<file path="src/rtl/keypad_pkg.sv">
// Shared types and defaults for the keypad column scanner.
//   scan_state_t : SCAN (rotating columns) / HOLD (key captured, awaiting release)
//   DEF_*        : default parameter values
//   clog2_min1   : index/counter width helper that never returns 0
package keypad_pkg;

  typedef enum logic {
    SCAN = 1'b0,
    HOLD = 1'b1
  } scan_state_t;

  localparam int unsigned DEF_NUM_COLS       = 4;
  localparam int unsigned DEF_NUM_ROWS       = 4;
  localparam int unsigned DEF_DWELL_CYCLES   = 1000;
  localparam int unsigned DEF_RELEASE_CYCLES = 1000;
  localparam int unsigned DEF_DIR            = 0;

  function automatic int unsigned clog2_min1(input int unsigned v);
    return (v > 1) ? $clog2(v) : 1;
  endfunction

endpackage

</file>
<file path="src/rtl/row_prio_enc.sv">
// Combinational row priority encoder.
//   rows  in  NUM_ROWS : row sample, active-high
//   idx   out          : index of the lowest set row bit (0 when none set)
//   any   out          : at least one row set
//   multi out          : more than one row set
module row_prio_enc
  import keypad_pkg::*;
#(
  parameter int unsigned NUM_ROWS = DEF_NUM_ROWS
) (
  input  logic [NUM_ROWS-1:0]                rows,
  output logic [clog2_min1(NUM_ROWS)-1:0]    idx,
  output logic                               any,
  output logic                               multi
);

  localparam int unsigned IW = clog2_min1(NUM_ROWS);

  logic found;

  always_comb begin
    idx   = '0;
    found = 1'b0;
    for (int unsigned i = 0; i < NUM_ROWS; i++) begin
      if (rows[i] && !found) begin
        idx   = IW'(i);
        found = 1'b1;
      end
    end
  end

  assign any = |rows;
  // Clearing the lowest set bit leaves something only if a second bit was set.
  assign multi = |(rows & (rows - NUM_ROWS'(1)));

endmodule

</file>
<file path="src/rtl/keypad_col_scanner.sv">
// Column-scan engine for the matrix keypad front end.
//   clk, reset : clock, asynchronous active-high reset
//   en         : scan enable (ignored while a key is held)
//   row_sync   : synchronised rows, active-high = pressed
//   col_drive  : one-hot column strobe (1 << col_idx)
//   col_idx    : driven column index
//   held       : high while a captured key awaits release
//   key_valid  : one-cycle pulse on capture
//   key_row    : lowest pressed row of the captured sample
//   key_col    : column driven at capture
//   multi      : captured sample had more than one row set
// Rows are sampled only on the last clock of each column dwell. After a
// capture the column freezes until RELEASE_CYCLES consecutive all-zero row
// clocks are seen, then scanning resumes at the next column.
module keypad_col_scanner
  import keypad_pkg::*;
#(
  parameter int unsigned NUM_COLS       = DEF_NUM_COLS,
  parameter int unsigned NUM_ROWS       = DEF_NUM_ROWS,
  parameter int unsigned DWELL_CYCLES   = DEF_DWELL_CYCLES,
  parameter int unsigned RELEASE_CYCLES = DEF_RELEASE_CYCLES,
  parameter int unsigned DIR            = DEF_DIR
) (
  input  logic                             clk,
  input  logic                             reset,
  input  logic                             en,
  input  logic [NUM_ROWS-1:0]              row_sync,
  output logic [NUM_COLS-1:0]              col_drive,
  output logic [$clog2(NUM_COLS)-1:0]      col_idx,
  output logic                             held,
  output logic                             key_valid,
  output logic [clog2_min1(NUM_ROWS)-1:0]  key_row,
  output logic [$clog2(NUM_COLS)-1:0]      key_col,
  output logic                             multi
);

  localparam int unsigned CIW = $clog2(NUM_COLS);
  localparam int unsigned RIW = clog2_min1(NUM_ROWS);
  localparam int unsigned CW  = clog2_min1((DWELL_CYCLES > RELEASE_CYCLES) ?
                                           DWELL_CYCLES : RELEASE_CYCLES);

  localparam logic [CW-1:0]  DWELL_LAST   = CW'(DWELL_CYCLES - 1);
  localparam logic [CW-1:0]  RELEASE_LAST = CW'(RELEASE_CYCLES - 1);
  localparam logic [CIW-1:0] COL_LAST     = CIW'(NUM_COLS - 1);
  localparam logic [NUM_COLS-1:0] DRIVE0  = NUM_COLS'(1);

  scan_state_t          state, state_nxt;
  logic [CW-1:0]        cnt, cnt_nxt;
  logic [CIW-1:0]       idx_nxt, idx_adv;
  logic                 idx_bad;
  logic                 valid_nxt, multi_nxt;
  logic [RIW-1:0]       row_nxt;
  logic [CIW-1:0]       kcol_nxt;

  logic [RIW-1:0]       enc_idx;
  logic                 enc_any, enc_multi;

  row_prio_enc #(
    .NUM_ROWS (NUM_ROWS)
  ) u_enc (
    .rows  (row_sync),
    .idx   (enc_idx),
    .any   (enc_any),
    .multi (enc_multi)
  );

  assign held = (state == HOLD);

  // Out-of-range index is possible only for non-power-of-2 column counts.
  assign idx_bad = ({1'b0, col_idx} > {1'b0, COL_LAST});

  always_comb begin
    idx_adv = col_idx;
    if (DIR == 0) begin
      idx_adv = (col_idx == COL_LAST) ? '0 : col_idx + CIW'(1);
    end else begin
      idx_adv = (col_idx == '0) ? COL_LAST : col_idx - CIW'(1);
    end
  end

  always_comb begin
    state_nxt = state;
    cnt_nxt   = cnt;
    idx_nxt   = col_idx;
    valid_nxt = 1'b0;
    row_nxt   = key_row;
    kcol_nxt  = key_col;
    multi_nxt = multi;

    unique case (state)
      SCAN: begin
        if (en) begin
          if (cnt == DWELL_LAST) begin
            cnt_nxt = '0;
            if (enc_any) begin
              state_nxt = HOLD;
              valid_nxt = 1'b1;
              row_nxt   = enc_idx;
              kcol_nxt  = col_idx;
              multi_nxt = enc_multi;
            end else begin
              idx_nxt = idx_adv;
            end
          end else begin
            cnt_nxt = cnt + CW'(1);
          end
        end
      end
      HOLD: begin
        if (enc_any) begin
          cnt_nxt = '0;
        end else if (cnt == RELEASE_LAST) begin
          state_nxt = SCAN;
          cnt_nxt   = '0;
          idx_nxt   = idx_adv;
        end else begin
          cnt_nxt = cnt + CW'(1);
        end
      end
      default: state_nxt = SCAN;
    endcase

    if (idx_bad) begin
      idx_nxt = '0;
    end
  end

  always_ff @(posedge clk or posedge reset) begin
    if (reset) begin
      state     <= SCAN;
      cnt       <= '0;
      col_idx   <= '0;
      col_drive <= DRIVE0;
      key_valid <= 1'b0;
      key_row   <= '0;
      key_col   <= '0;
      multi     <= 1'b0;
    end else begin
      state     <= state_nxt;
      cnt       <= cnt_nxt;
      col_idx   <= idx_nxt;
      col_drive <= DRIVE0 << idx_nxt;
      key_valid <= valid_nxt;
      key_row   <= row_nxt;
      key_col   <= kcol_nxt;
      multi     <= multi_nxt;
    end
  end

endmodule

</file>
<file path="config.mk">
export PLATFORM = sky130hd
export DESIGN_NAME = keypad_col_scanner
export DESIGN_NICKNAME = d
export VERILOG_FILES = /design/src/rtl/keypad_pkg.sv /design/src/rtl/row_prio_enc.sv /design/src/rtl/keypad_col_scanner.sv
export SDC_FILE = /design/constraint.sdc
export NUM_CORES = 1
export LEC_CHECK = 0
export BUFFER_PORTS_ARGS = -buffer_cell sky130_fd_sc_hd__buf_2
export CELL_PAD_IN_SITES_DETAIL_PLACEMENT = 0
export CELL_PAD_IN_SITES_GLOBAL_PLACEMENT = 1
export CORE_MARGIN = 3
export CORE_UTILIZATION = 45
export CTS_CLUSTER_DIAMETER = 150
export DETAILED_ROUTE_END_ITERATION = 8
export PLACE_DENSITY_LB_ADDON = 0.1
export SYNTH_ARGS = -nofsm -noshare
export SYNTH_HDL_FRONTEND = slang
export SYNTH_SLANG_ARGS = --single-unit
</file>
<file path="constraint.sdc">
create_clock -name clk -period 5 [get_ports clk]
set_input_delay 0.25 -clock clk [delete_from_list [all_inputs] [get_ports clk]]
set_output_delay 0.25 -clock clk [all_outputs]
set_load 0.005 [all_outputs]
</file>
==> flow_metrics.tcl, run 1 <==
set metrics [dict create \
    overflow 0 \
    h-tree-depth 1 \
    finClkSkew_ns 0.00932 \
    area_growth_pct 13.0 \
    startpoint_type "flip-flop" \
    numCtsBuffers 3 \
    status "finished, final reports clean" \
    path_clk_slew_ns 0.13 \
    hold_path.class "primary input to asynchronous set/reset pin" \
    fin_crit_ns 2.09 \
    crit_chain "ha_1 -> and2b_1 -> nand3_2 -> or4b_1 -> mux2_4" \
    slowest_stage "or4b_1" \
    max_freq_mhz 477 \
    post_cts_resized 0 \
    cts_tree "built" \
    grt_first_pass_wirelength_mm 3.55 \
    core.rowCount 17 \
    path_class "flip-flop to flip-flop" \
    swShare_pct 32.0 \
    pwr-share-comb_pct 19.1 \
    cts.sinks 23 \
    clock_latency_ns 0.31 \
    p_int_uw 278 \
    dp_hpwl_mm 1.51 \
    die_y_um 56.0 \
    syn_inst 103 \
    avgViaCountPerCell 5.47 \
    fin_crit_sh_pct 41.9 \
    hold_violations 0 \
    grt_pass1_vias 786 \
    p_per_area_nw_per_um2 322 \
    pwr-share-seq_pct 59.7 \
    p_sw_uw 131 \
    yosys_warnings 0 \
    dr.first_iter.drc_count 22 \
    ys_seq_elements 23 \
    wire_per_inst_um 13.5 \
    synth_fp_nets 112 \
    finalInstanceArea_sq_um 1270 \
    cp.required_ns 5.21 \
    cts-root-buf "clkbuf_4" \
    antenna_found_initial 0 \
    final_nets 134 \
    drc 0 \
    track_usage_pct 14.2 \
    worst_slew_pin_slew_ns 0.865 \
    vias 831 \
    core_area_sq_um 2300 \
    leakagePower_uw 0.000667 \
    cp_max_fo 6 \
    first_pass_iters 4 \
    synth_area_sq_um 1120 \
    placed_area_sq_um 1240 \
    synth_seq_area_share_pct 51.3 \
    ant_nets 0 \
    drive_gt1_share_pct 27.4 \
    die_area_sq_um 3130 \
    drt_wl_total_mm 2.05 \
    postCtsSetupBuffers 0 \
    pin_count 20 \
    clk_path_buf_depth 2 \
    port_buffers 19 \
    antennaDiodeCount 0 \
    finalMaxSlewViolations 0 \
    irDropWorstVdd_mv 0.265 \
    avgSynthCellArea_sq_um 10.9 \
    setup_viol 0 \
    utilization_pct 55.3 \
    clock_power_share_pct 21.2 \
    fillerInstances 211 \
    max_cap_viol_count 0 \
    endpoint_kind "flip-flop" \
    worstPathArrival_ns 2.30 \
    hold_buffers 0 \
    cp_slowest_stage_delay_ns 0.65 \
    slew_headroom_pct 42.3 \
    finalSetupTns_ns 0 \
    start_util_pct 48.9 \
    place.gp.congestion 0.754 \
    grt_max_degree 24 \
    yosysUniqueCellTypes 34 \
    die_x_um 56.0 \
    rsz0062_at_grt "false" \
]
worst paths after layout:
kind | slack, ns | end | depth (start not counted) | startpoint
max in group asynchronous | 4.37 | cnt[4]$_DFFE_PP0P_ | 2 | reset
min in group clk | 0.33 | cnt[1]$_DFFE_PP0P_ | 4 | en
max reg2reg | 2.91 | key_col[1]$_DFFE_PP0P_ | 5 | cnt[0]$_DFFE_PP0P_
min reg2reg | 0.53 | key_row[0]$_DFFE_PP0P_ | 1 | key_row[0]$_DFFE_PP0P_
max | 2.91 | key_col[1]$_DFFE_PP0P_ | 5 | cnt[0]$_DFFE_PP0P_
min | 0.09 | cnt[6]$_DFFE_PP0P_ | 2 | reset
cell usage after synthesis, drive strengths merged:
cell     count  area share, %
a211oi       1           0.67
a21boi       1           0.67
a21oi        3            1.3
a22oi        1           0.67
a41oi        1           0.78
and2b        1           0.67
and3         1           0.56
and3b        1           0.89
and4         3            2.6
buf          1           0.67
clkbuf       1           0.33
dfrtp       22             49
dfstp        1            2.3
ha           2            2.2
inv          3            1.0
maj3         1           0.89
mux2         5            6.7
nand2        9            3.0
nand3        2            1.3
nand4        4            2.2
nor2        16            5.3
nor3         3            1.3
nor4         3            2.2
o2111ai      1           0.78
o211a        2            1.8
o21ai        2           0.89
or2          1           0.56
or4          1           0.67
or4b         1           0.89
xnor2        4            3.1
xor2         5            3.9
layout make-up:
type	instances	area (sq um)	share of cell area [%]
Sequential cell	23	577	45.4
Multi-Input combinational cell	75	524	41.3
Tap cell	28	35.0	2.76
Clock buffer	3	22.5	1.77
Inverter	3	11.3	0.887
Clock inverter	1	5.00	0.394
Timing Repair Buffer	19	95.1	7.49
kinds of logic after synthesis:
family	count (synthesis)	share of synthesized area (%)
buffers and inverters	5	2.00
multiplexers	5	6.68
AO/OA/AOI/OAI	12	7.57
flip-flops	23	51.3
AND/OR/NAND/NOR	46	22.3
adder cells (fa/ha/maj)	3	3.12
XOR/XNOR	9	7.02
flip-flops by register name (all words and copies together), names as in the netlist:
signal / cells
cnt: 10
col_drive: 4
col_idx: 2
key_col: 2
key_row: 2
held: 1
key_valid: 1
multi: 1
power groups by stage:
stage               Sequential (uW)  Combinational, uW  Clock [uW]
global placement                246               76.4           0
floorplan                       240               61.8           0
detailed placement              247               78.1           0
finish                          244               78.2        86.5
global route                    248               92.6        97.3
CTS                             243               79.0        90.5
worst max-delay path, delay by kind of cell (launching register included):
family | cells | cell delay, ns
multiplexers | 1 | 0.36
flip-flops | 1 | 0.42
AND/OR/NAND/NOR | 3 | 0.97
adder cells (fa/ha/maj) | 1 | 0.24
metal layers:
metal  track usage (%)  wire, um  vias up  share of wire (%)
met5                 0         0        -                  0
met4              6.10        31        0                1.5
met3              2.32        95        4                4.6
met2              21.2       925       20                 45
met1              20.4       993      395                 49
li1                  -         -      412                  -
cells in the final DEF, fill, tap and decap left out, drive strengths merged, types with 3 or more instances in the layout:
master  count
nor4        3
and4        3
a21oi       3
nor3        3
nand4       4
xor2        5
clkbuf      3
xnor2       4
buf        19
dfrtp      22
nor2       16
nand2       9
inv         3
mux2        5
metrics by stage:
| step | setup WS [ns] | cells | hold WS (ns) | power, uW |
|---|---|---|---|---|
| after floorplan | 3.11 | 103 | 0.251 | 302 |
| after global placement | 2.98 | 148 | 0.455 | 322 |
| after detailed placement | 2.95 | 148 | 0.476 | 325 |
| after CTS | 2.93 | 152 | 0.121 | 413 |
| after global routing | 2.78 | 152 | 0.147 | 438 |
| final | 2.91 | 152 | 0.0893 | 409 |
Power figures use the tool's default switching activity.
==> inputs of run 2 (changes only) <==
Settings changed: CORE_UTILIZATION 45 to 42.
Clock period 5 ns to 2 ns, I/O delays scaled along.
==> run 2 against run 1 <==
Sequential power rose by 140%; cell count increased by 3.9%; first-iteration DRC count is the same; critical path depth unchanged; global-route usage shrank 0.85 points; register-to-register slack worse by 2.8 ns; final area rose by 3.3%; worst setup slack got worse by 2.8 ns; fmax is 11% higher; power increased to 2.6 times the previous value; largest cell class unchanged.
==> flow_metrics.tcl, run 2 (synthesis results as in run 1) <==
set metrics [dict create \
    status "finished, final reports clean" \
    reg_top3 "cnt x10, col_drive x4" \
    cts.sinks 23 \
    max_freq_mhz 531 \
    antenna_found_initial 0 \
    wire_per_inst_um 12.8 \
    area_growth_pct 16.8 \
    leakagePower_uw 0.000688 \
    largest_reg_flops 10 \
    irDropWorstVdd_mv 0.697 \
    die_x_um 57.7 \
    die_y_um 57.7 \
    finalInstanceArea_sq_um 1310 \
    setup_viol 0 \
    r2r_slack_ns 0.12 \
    clk_path_buf_depth 2 \
    antennaDiodeCount 0 \
    numCtsBuffers 3 \
    hold_end "key_row[0]$_DFFE_PP0P_" \
    finalSetupTns_ns 0 \
    hold_depth 3 \
    worstPathArrival_ns 2.09 \
    top_register "cnt" \
    track_usage_pct 13.4 \
    core_area_sq_um 2500 \
    grt_pass1_vias 791 \
    hold_violations 0 \
    rsz0062_at_grt "false" \
    r2r-start "cnt[1]$_DFFE_PP0P_" \
    endpoint_kind "flip-flop" \
    fin_crit_sh_pct 94.2 \
    clock_latency_ns 0.31 \
    drc 0 \
    ant_nets 0 \
    drive_gt1_share_pct 30.5 \
    avgViaCountPerCell 5.32 \
    h-tree-depth 1 \
    cp_max_fo 6 \
    fin_crit_ns 1.88 \
    place.gp.congestion 0.749 \
    slew_headroom_pct 44.1 \
    port_buffers 19 \
    post-place-ws_ns 0.0287 \
    worst_slack_ns 0.115 \
    hold_path.class "primary input to flip-flop" \
    overflow 0 \
    final_common_cell "dfrtp_1" \
    vias 840 \
    drt_wl_total_mm 2.02 \
    max_cap_viol_count 0 \
    placed_area_sq_um 1270 \
    final_nets 138 \
    grt_first_pass_wirelength_mm 3.46 \
    cp.required_ns 2.21 \
    path_clk_slew_ns 0.12 \
    start_util_pct 44.9 \
    hold_start "row_sync[0]" \
    die_area_sq_um 3330 \
    p_per_area_nw_per_um2 806 \
    worst_slew_pin_slew_ns 0.838 \
    core.rowCount 18 \
    layout_common_cells "dfrtp_1, buf_2, nor2_1" \
    pin_count 20 \
    first_pass_iters 5 \
    reg2reg_depth 5 \
    cts_tree "built" \
    finalMaxSlewViolations 0 \
    finClkSkew_ns 0.00314 \
    grt_max_degree 24 \
    startpoint_type "flip-flop" \
    reg2reg_to "key_row[0]$_DFFE_PP0P_" \
    path_class "flip-flop to flip-flop" \
    dr.first_iter.drc_count 22 \
    dp_hpwl_mm 1.50 \
    cts-root-buf "clkbuf_4" \
]
run 2: changes by cell type in the layout (fill, tap and decap cells not counted):
| cell | change |
|---|---|
| buf_4 | +3 |
| a21oi_2 | +1 |
| a21oi_1 | -1 |
| or4b_1 | -1 |
| or4b_4 | +1 |
| dlygate4sd3_1 | +1 |
run 2: worst max-delay path by stage:
stage | start | end | slack, ns
after floorplan | cnt[0]$_DFFE_PP0P_ | key_col[0]$_DFFE_PP0P_ | 0.11
after global placement | cnt[1]$_DFFE_PP0P_ | multi$_DFFE_PP0P_ | 0.08
after detailed placement | cnt[1]$_DFFE_PP0P_ | key_row[0]$_DFFE_PP0P_ | 0.03
after CTS | cnt[1]$_DFFE_PP0P_ | key_row[0]$_DFFE_PP0P_ | 0.006
after global routing | cnt[1]$_DFFE_PP0P_ | key_row[0]$_DFFE_PP0P_ | 0.02
final | cnt[1]$_DFFE_PP0P_ | key_row[0]$_DFFE_PP0P_ | 0.12
run 2: critical path: stages (launching register included):
cell	delay, ns
dfrtp_1	0.41
ha_1	0.18
and2b_1	0.20
nand3_2	0.11
or4b_4	0.56
mux2_4	0.32
run 2: what timing repair did:
action                     in CTS  in global routing
setup buffers                   0                  0
setup endpoints to repair       0                 15
hold endpoints to repair       22                  0
hold buffers                    1                  0
resized for setup               0                  2
run 2: layout make-up:
| class | count | area, sq um |
|---|---|---|
| clock buffer | 3 | 22.5 |
| clock inverter | 1 | 5.00 |
| fill | 215 | 1190 |
| inverter | 3 | 11.3 |
| multi-input combinational | 75 | 532 |
| sequential | 23 | 577 |
| tap | 30 | 37.5 |
| timing repair buffer | 23 | 128 |
run 2: stage by stage:
stage               cells  power (uW)  hold slack (ns)  utilization (%)
global placement      153         854            0.307             50.7
finish                158        1060            0.188             52.5
global route          158        1140            0.179             52.5
floorplan             103         755            0.101                -
CTS                   158        1070            0.172             52.2
detailed placement    153         856            0.320             50.7
run 2: per-layer routing:
| metal | part of all wire (%) | global-route usage, % |
|---|---|---|
| met5 | 0 | 0 |
| met4 | 1.2 | 2.98 |
| met3 | 7.2 | 5.12 |
| met2 | 46 | 22.1 |
| met1 | 46 | 16.6 |
run 2: power breakdown:
| part | total [uW] | internal [uW] | leakage (uW) | switching (uW) |
|---|---|---|---|---|
| clock | 208 | 74.7 | 0.0000177 | 134 |
| combinational | 256 | 125 | 0.000365 | 130 |
| sequential | 594 | 530 | 0.000305 | 63.4 |
